<file path="src/rtl/branch_predictor_bht_pkg.sv">
// branch_predictor_bht_pkg: shared sizing and saturating-counter constants for the BHT
package branch_predictor_bht_pkg;
  function automatic int idx_w(input int entries);
    return $clog2(entries);
  endfunction
  function automatic int ctr_max(input int w);
    return (1 << w) - 1;
  endfunction
  function automatic int ctr_init(input int w);
    return 1 << (w - 1);
  endfunction
endpackage

</file>
<file path="src/rtl/branch_predictor_bht_sat_counter.sv">
// sat_counter: next-state of a CTR_W-bit saturating up/down counter
//   ctr_i : current count
//   up_i  : 1 = increment, 0 = decrement
//   ctr_o : next count, clamped to [0, 2^CTR_W-1]
module sat_counter
  import branch_predictor_bht_pkg::*;
#(
  parameter int CTR_W = 2
) (
  input  logic [CTR_W-1:0] ctr_i,
  input  logic             up_i,
  output logic [CTR_W-1:0] ctr_o
);
  localparam logic [CTR_W-1:0] MAX = CTR_W'(ctr_max(CTR_W));
  always_comb
    ctr_o = up_i ? (ctr_i == MAX ? ctr_i : ctr_i + 1'b1)
                 : (ctr_i == '0  ? ctr_i : ctr_i - 1'b1);
endmodule

</file>
<file path="src/rtl/branch_predictor_bht.sv">
// branch_predictor_bht: direct-mapped tagged branch history table with target store
//   clk, reset (async active-low)
//   lookup_pc -> predict_hit / predict_taken / predict_target (combinational read)
//   update_valid/pc/taken/target/mispredict : resolved-branch training port
//   flush_table : invalidate all entries at next edge
//   branch_count / mispredict_count : wrapping 32-bit statistics
module branch_predictor_bht
  import branch_predictor_bht_pkg::*;
#(
  parameter int ADDR_W  = 64,
  parameter int ENTRIES = 16,
  parameter int CTR_W   = 2,
  parameter int TAG_W   = 8
) (
  input  logic              clk,
  input  logic              reset,
  input  logic [ADDR_W-1:0] lookup_pc,
  output logic              predict_taken,
  output logic [ADDR_W-1:0] predict_target,
  output logic              predict_hit,
  input  logic              update_valid,
  input  logic [ADDR_W-1:0] update_pc,
  input  logic              update_taken,
  input  logic [ADDR_W-1:0] update_target,
  input  logic              update_mispredict,
  input  logic              flush_table,
  output logic [31:0]       branch_count,
  output logic [31:0]       mispredict_count
);
  localparam int IDX_W = idx_w(ENTRIES);
  localparam logic [CTR_W-1:0] CTR_INIT = CTR_W'(ctr_init(CTR_W));
  logic [ENTRIES-1:0] valid_q, valid_d;
  logic [TAG_W-1:0]   tag_q [ENTRIES];
  logic [ADDR_W-1:0]  tgt_q [ENTRIES];
  logic [CTR_W-1:0]   ctr_q [ENTRIES];
  logic [31:0]        br_q, br_d, mis_q, mis_d;
  logic [IDX_W-1:0]   l_idx, u_idx;
  logic [TAG_W-1:0]   l_tag, u_tag;
  logic [CTR_W-1:0]   ctr_cur, ctr_nxt;
  logic               u_hit, alloc, tbl_we;
  logic               unused_pc;
  assign unused_pc = ^{lookup_pc, update_pc};
  assign l_idx = lookup_pc[IDX_W+1:2];
  assign l_tag = lookup_pc[IDX_W+TAG_W+1:IDX_W+2];
  assign u_idx = update_pc[IDX_W+1:2];
  assign u_tag = update_pc[IDX_W+TAG_W+1:IDX_W+2];
  assign predict_hit    = valid_q[l_idx] && tag_q[l_idx] == l_tag;
  assign predict_taken  = predict_hit && ctr_q[l_idx][CTR_W-1];
  assign predict_target = predict_taken ? tgt_q[l_idx] : lookup_pc + ADDR_W'(4);
  assign ctr_cur = ctr_q[u_idx];
  sat_counter #(.CTR_W(CTR_W)) u_sat (
    .ctr_i(ctr_cur),
    .up_i (update_taken),
    .ctr_o(ctr_nxt)
  );
  assign u_hit  = valid_q[u_idx] && tag_q[u_idx] == u_tag;
  assign alloc  = update_valid && !flush_table && !u_hit && update_taken;
  // reset gates the data arrays so an update coincident with reset is dropped
  assign tbl_we = update_valid && !flush_table && reset && (u_hit || update_taken);
  always_comb begin
    valid_d = valid_q;
    if (flush_table) valid_d = '0;
    else if (alloc) valid_d[u_idx] = 1'b1;
    br_d  = update_valid ? br_q + 32'd1 : br_q;
    mis_d = update_valid && update_mispredict ? mis_q + 32'd1 : mis_q;
  end
  always_ff @(posedge clk or negedge reset)
    if (!reset) begin
      valid_q <= '0;
      br_q    <= '0;
      mis_q   <= '0;
    end else begin
      valid_q <= valid_d;
      br_q    <= br_d;
      mis_q   <= mis_d;
    end
  // tag/target/counter storage is unreset; valid masks stale contents
  always_ff @(posedge clk)
    if (tbl_we) begin
      ctr_q[u_idx] <= u_hit ? ctr_nxt : CTR_INIT;
      if (update_taken) begin
        tag_q[u_idx] <= u_tag;
        tgt_q[u_idx] <= update_target;
      end
    end
  assign branch_count     = br_q;
  assign mispredict_count = mis_q;
endmodule

</file>
<file path="config.mk">
export PLATFORM = sky130hd
export DESIGN_NAME = branch_predictor_bht
export DESIGN_NICKNAME = d
export VERILOG_FILES = /design/src/rtl/branch_predictor_bht_pkg.sv /design/src/rtl/branch_predictor_bht_sat_counter.sv /design/src/rtl/branch_predictor_bht.sv
export SDC_FILE = /design/constraint.sdc
export NUM_CORES = 2
export LEC_CHECK = 0
export BUFFER_PORTS_ARGS = -buffer_cell sky130_fd_sc_hd__buf_2
export CORE_MARGIN = 1.5
export CORE_UTILIZATION = 50
export DETAILED_ROUTE_END_ITERATION = 8
export PLACE_DENSITY = 0.7
export SLEW_MARGIN = 20
export SYNTH_ARGS = -nofsm -noshare
export SYNTH_HDL_FRONTEND = slang
export SYNTH_SLANG_ARGS = --single-unit
</file>
<file path="constraint.sdc">
create_clock -name clk -period 4.35 [get_ports clk]
set_clock_uncertainty 0.2 [all_clocks]
set_input_delay 0.87 -clock clk [delete_from_list [all_inputs] [get_ports clk]]
set_output_delay 0.87 -clock clk [all_outputs]
set_load 0.005 [all_outputs]
</file>
Word-level counts from Yosys, hierarchy flattened
Memory sizes are Yosys's and may differ from the RTL's.
Cells that the tools add are included.
{"block": "word_totals", "reg_bits": 80, "mem_count": 3, "in_bits": 198, "ramBits": 1184}
{"name": "tgt_q", "words": 16, "width": 64, "read_ports": 1, "rd_ports_with_merged_regs": 0, "wr": 1, "line_no": "branch_predictor_bht.sv:34", "source": "logic [ADDR_W-1:0] tgt_q [ENTRIES];"}
{"name": "tag_q", "words": 16, "width": 8, "read_ports": 2, "rd_ports_with_merged_regs": 0, "wr": 1, "line_no": "branch_predictor_bht.sv:33", "source": "logic [TAG_W-1:0] tag_q [ENTRIES];"}
{"name": "ctr_q", "words": 16, "width": 2, "read_ports": 2, "rd_ports_with_merged_regs": 0, "wr": 1, "line_no": "branch_predictor_bht.sv:35", "source": "logic [CTR_W-1:0] ctr_q [ENTRIES];"}
{"block": "classes", "bitwise_logic": 1, "n_addsub": 5, "magnitude_cmp": 3, "eq_ne": 3, "n_mux": 18, "n_reduce_logical": 15}
{"cell": "32-bit by 1-bit adder with 32-bit output, second input constant", "n": 2}
{"cell": "64-bit by 3-bit adder with 64-bit output, second input constant", "n": 1}
{"cell": "64-bit two-way mux", "n": 1}
{"cell": "16-bit two-way mux", "n": 2}
{"cell": "8-bit equality test", "n": 2}
{"cell": "16-bit bitwise OR", "n": 1}
{"cell": "1-bit logical AND", "n": 10}
{"cell": "4-bit by 5-bit less-than comparator with 1-bit output, second input constant", "n": 2}
{"cell": "1-bit binary-select mux with 4-bit select", "n": 2}
{"cell": "1-bit two-way mux", "n": 8}
{"cell": "2-bit two-way mux", "n": 4}
{"cell": "1-bit demux with 4-bit select", "n": 1}
{"cell": "4-bit by 1-bit >= comparator with 1-bit output, second input constant", "n": 1}
{"cell": "2-bit by 1-bit adder with 2-bit output, second input constant", "n": 1}
{"cell": "2-bit equality test, second input constant", "n": 1}
{"cell": "1-bit zero test", "n": 2}
{"cell": "2-bit zero test", "n": 1}
{"cell": "2-bit nonzero test", "n": 1}
{"cell": "2-bit by 1-bit subtractor with 2-bit output, second input constant", "n": 1}
{"cell": "1-bit logical OR", "n": 1}

Longest topological paths before layout
{"block": "logic_depth", "ltp_word": 8, "mapped_depth": 12, "ltp_nobuf": 7}

By module
A second synthesis with hierarchy kept.
{"block": "hier_totals", "hier_cells": 2456, "hier_area_um2": 51967.3}
{"mod": "branch_predictor_bht", "cells_each": 2453, "area_per_inst_um2": 51941.1, "instances": 1, "seq_area_each_um2": 37556.0}
{"mod": "sat_counter", "cells_each": 3, "area_per_inst_um2": 26.3, "instances": 1, "seq_area_each_um2": 0.0}

Worst setup path after synthesis
Ideal clock, no wire load.
{"block": "synth_timing", "path_type": "input to register", "from": "input port update_valid", "to": "memory tag_q[4][0] (enable)", "setup_time_ns": 0.680, "path_slack_ns": -5.064, "required_ns": 3.470, "arrival_ns": 8.535, "path_stages": 5, "n_path_buf": 2, "cell_sequence": "clkbuf_1 -> and3b_1 -> clkbuf_1 -> nand2_1 -> nor4_1"}
{"block": "synth_via", "elab_chain_cells": 5}
{"element": "start, declared", "line_no": "branch_predictor_bht.sv:21", "source": "input logic update_valid,"}
{"element": "1-bit logical AND (3 in a row)", "line_no": "branch_predictor_bht.sv:59", "source": "assign tbl_we = update_valid && !flush_table && reset && (u_hit || update_taken);"}
{"element": "1-bit two-way mux", "line_no": "branch_predictor_bht.sv:79", "source": "if (tbl_we) begin"}
{"element": "1-bit two-way mux (implied by the code)", "line_no": "branch_predictor_bht.sv:82", "source": "tag_q[u_idx] <= u_tag;"}
{"element": "end, declared", "line_no": "branch_predictor_bht.sv:33"}
Every way passes these cells.

==> impl_metrics.toml <==
[worst_setup_path]
end_kind = "output port"
slowest_delay_ns = 0.54
reg2reg_from = "tag_q[13][7]"
critPathRequiredTime_ns = 3.28
cp_max_fo = 5
critPathBufInv = 4
crit_slowest_cell = "mux4_2"
critPathLaunchType = "flop"
arrival_ns = 3.60
critPathLaunch = "tag_q[15][0]"
crit_family = "multiplexers"
criticalPathCategory = "reg2out"
path_cells = "mux4_2 -> mux4_2 -> xnor2_2 -> and3_4 -> nand4b_4 -> buf_12 -> buf_12 -> buf_8 -> mux2_4 -> buf_6"

[clocking]
clock_sink_count = 1264
cts_tree = "yes"
numCtsBuffers = 121
root_buffer = "clkbuf_16"
htree_levels = 3
insertion_delay_ns = 0.71
cts_buffer_depth = 3
path_clk_slew_ns = 0.06

[power_and_ir_drop]
combinationalPowerShare_pct = 6.3
finalPower_mw = 25.5
ir_drop_v = 0.000355
power.net_switching_mw = 5.35
pwr-share-seq_pct = 52.8
p_leak_nw = 20.9
clock_power_share_pct = 40.9
powerDensity_mw_per_mm2 = 416
power.internal_mw = 20.2
switching_share_pct = 21.0

[worst_hold_path]
hp-start = "mispredict_count[31]"
min_path_type = "reg2reg"

[finish]
fin_nets = 3117
fill_cells = 7306
final_common_cell = "edfxtp_1"
drive_above_1_share_pct = 37.3
syn2layout_area_growth_pct = 17.4
final_cell_mix = "edfxtp_1, mux4_2, buf_2"
fin_cells = 4410
final_area_mm2 = 0.0614

[synth]
synth_warnings = 0
netlist_area_mm2 = 0.0523
synth_edf_count = 1184
synth_top_area_share_pct = 68.0
synthArstFlopShare_pct = 6.33
synth_ff_type = "edfxtp_1"
yosys_register_bits = 1264
yosysSeqAreaShare_pct = 71.9
ys_types = 64
syn-num-nets = 2676
synthCells = 2475
yosysTopAreaCell = "edfxtp_1"
syn_area_per_cell_um2 = 21.1
yosys-top-cells-area = "edfxtp_1, mux4_2, dfrtp_1"

[place]
gp_congestion = 0.890
port_buffers = 275
dp_hpwl_mm = 73.4
post-place-ws_ns = -0.847
place_inst = 4152
place_area_mm2 = 0.0566

[die]
die_area_mm2 = 0.106
die_y_um = 326
ioPinCount = 328
die_w_um = 326
core_area_mm2 = 0.104
rows = 118
start_util_pct = 50.4

[drt]
vias_per_cell = 6.09
dr.pass1.iters = 8
drc = 0
vias = 26900
dr.first_iter.drc_count = 2900
ant_nets = 0
avgRoutedWirePerCell_um = 28.6
postRouteWirelength_mm = 126

[sta]
slew_violations = 0
min_period_over_period_pct = 107
setup_violations = 64
maxSlewHeadroom_pct = 32.7
max_freq_ghz = 0.214
hold_viol_final = 0
tightestPinTransition_ns = 1.01
worst_slack_ns = -0.319
rsz0062_at_grt = "yes"
fin_crit_ns = 4.67

[global_routing]
grt_pass1_vias = 27500
grt_antenna_before_repair = 20
grt.total_usage_pct = 23.7
grt_max_degree = 105
grt_pass1_wl_mm = 184
grt-ovfl-total = 0

[run_status]
outcome = "finished with violations"
failed_checks = "negative setup slack"

[job]
max_cap_violations = 0
-- power by group through the flow --
stage | clock, mW | combinational (mW) | sequential [mW]
global route | 11.0 | 1.71 | 13.5
CTS | 10.6 | 1.60 | 13.5
global placement | 0 | 1.49 | 13.7
floorplan | 0 | 0.875 | 13.7
detailed placement | 0 | 1.53 | 13.7
finish | 10.4 | 1.61 | 13.5
-- routing by layer --
layer,vias to the layer above,part of all wire (%),GRT usage (%)
met5,-,0.093,0
met4,18,2.4,6.61
met3,222,7.5,4.32
met2,1142,51,40.2
met1,14300,39,31.6
li1,11200,-,-
-- cell type report --
class	instances	area (um2)	area share (%)
well taps	1380	1730	2.81
repair buffers	453	3880	6.33
diodes	10	25.0	0.0408
clock buffers	150	3210	5.23
clock inverters	77	756	1.23
inverters	34	128	0.208
flip-flops and latches	1264	37600	61.2
multi-input cells	1042	14100	22.9
-- cell usage after synthesis (13+ instances only) --
library cell,count
and3_1,24
and4_1,17
buf_1,14
buf_2,47
clkbuf_1,54
dfrtp_1,80
edfxtp_1,1184
inv_1,34
mux2_2,16
mux2_4,56
mux2i_1,46
mux4_2,383
nand2_1,70
nand3_1,55
nand4_1,32
nor2_1,63
o21a_1,13
o22ai_1,21
xnor2_1,102
xor2_1,41
-- cells by family after synthesis --
| kind of cell | Yosys count | synth area share [%] |
|---|---|---|
| buf+inv | 169 | 1.65 |
| fa+ha+maj | 4 | 0.0910 |
| mux | 511 | 19.8 |
| flops | 1264 | 71.9 |
| compound gates | 70 | 0.977 |
| xor+xnor | 144 | 2.43 |
| simple gates | 313 | 3.14 |
-- sequential cells by signal, summed over array words and instances (netlist names) --
name and flops:
ctr_q 32, branch_count 32, tgt_q 1024, valid_q 16
tag_q 128, mispredict_count 32
-- stage by stage --
step,setup TNS (ns),utilization (%),hold slack (ns)
2_1_floorplan,-7.43,-,0.265
3_3_place_gp,-25.82,54.6,0.253
3_5_place_dp,-28.72,54.6,0.267
4_1_cts,-14.68,59.0,0.244
5_1_grt,-18.76,59.2,0.280
6_report,-15.01,59.2,0.270
-- worst paths after layout --
check	endpoint	slack, ns	cells after the start
min	mispredict_count[31]	0.27	1
min reg2reg	mispredict_count[31]	0.27	1
max	predict_target[28]	-0.32	10
min in group asynchronous	valid_q[7]	0.41	2
max in group asynchronous	mispredict_count[18]	2.43	3
max reg2reg	ctr_q[3][0]	1.16	8
-- timing repair --
action | 4_1_cts | 5_1_grt
cloned | 5 | 1
endpoints found under the setup margin | 65 | 65
endpoints found under the hold margin | 16 | 0
pin swaps | 2 | 2
hold buffers | 1 | 0
gates resized for setup | 67 | 14
setup buffers | 10 | 7
Power figures use the tool's default switching activity.
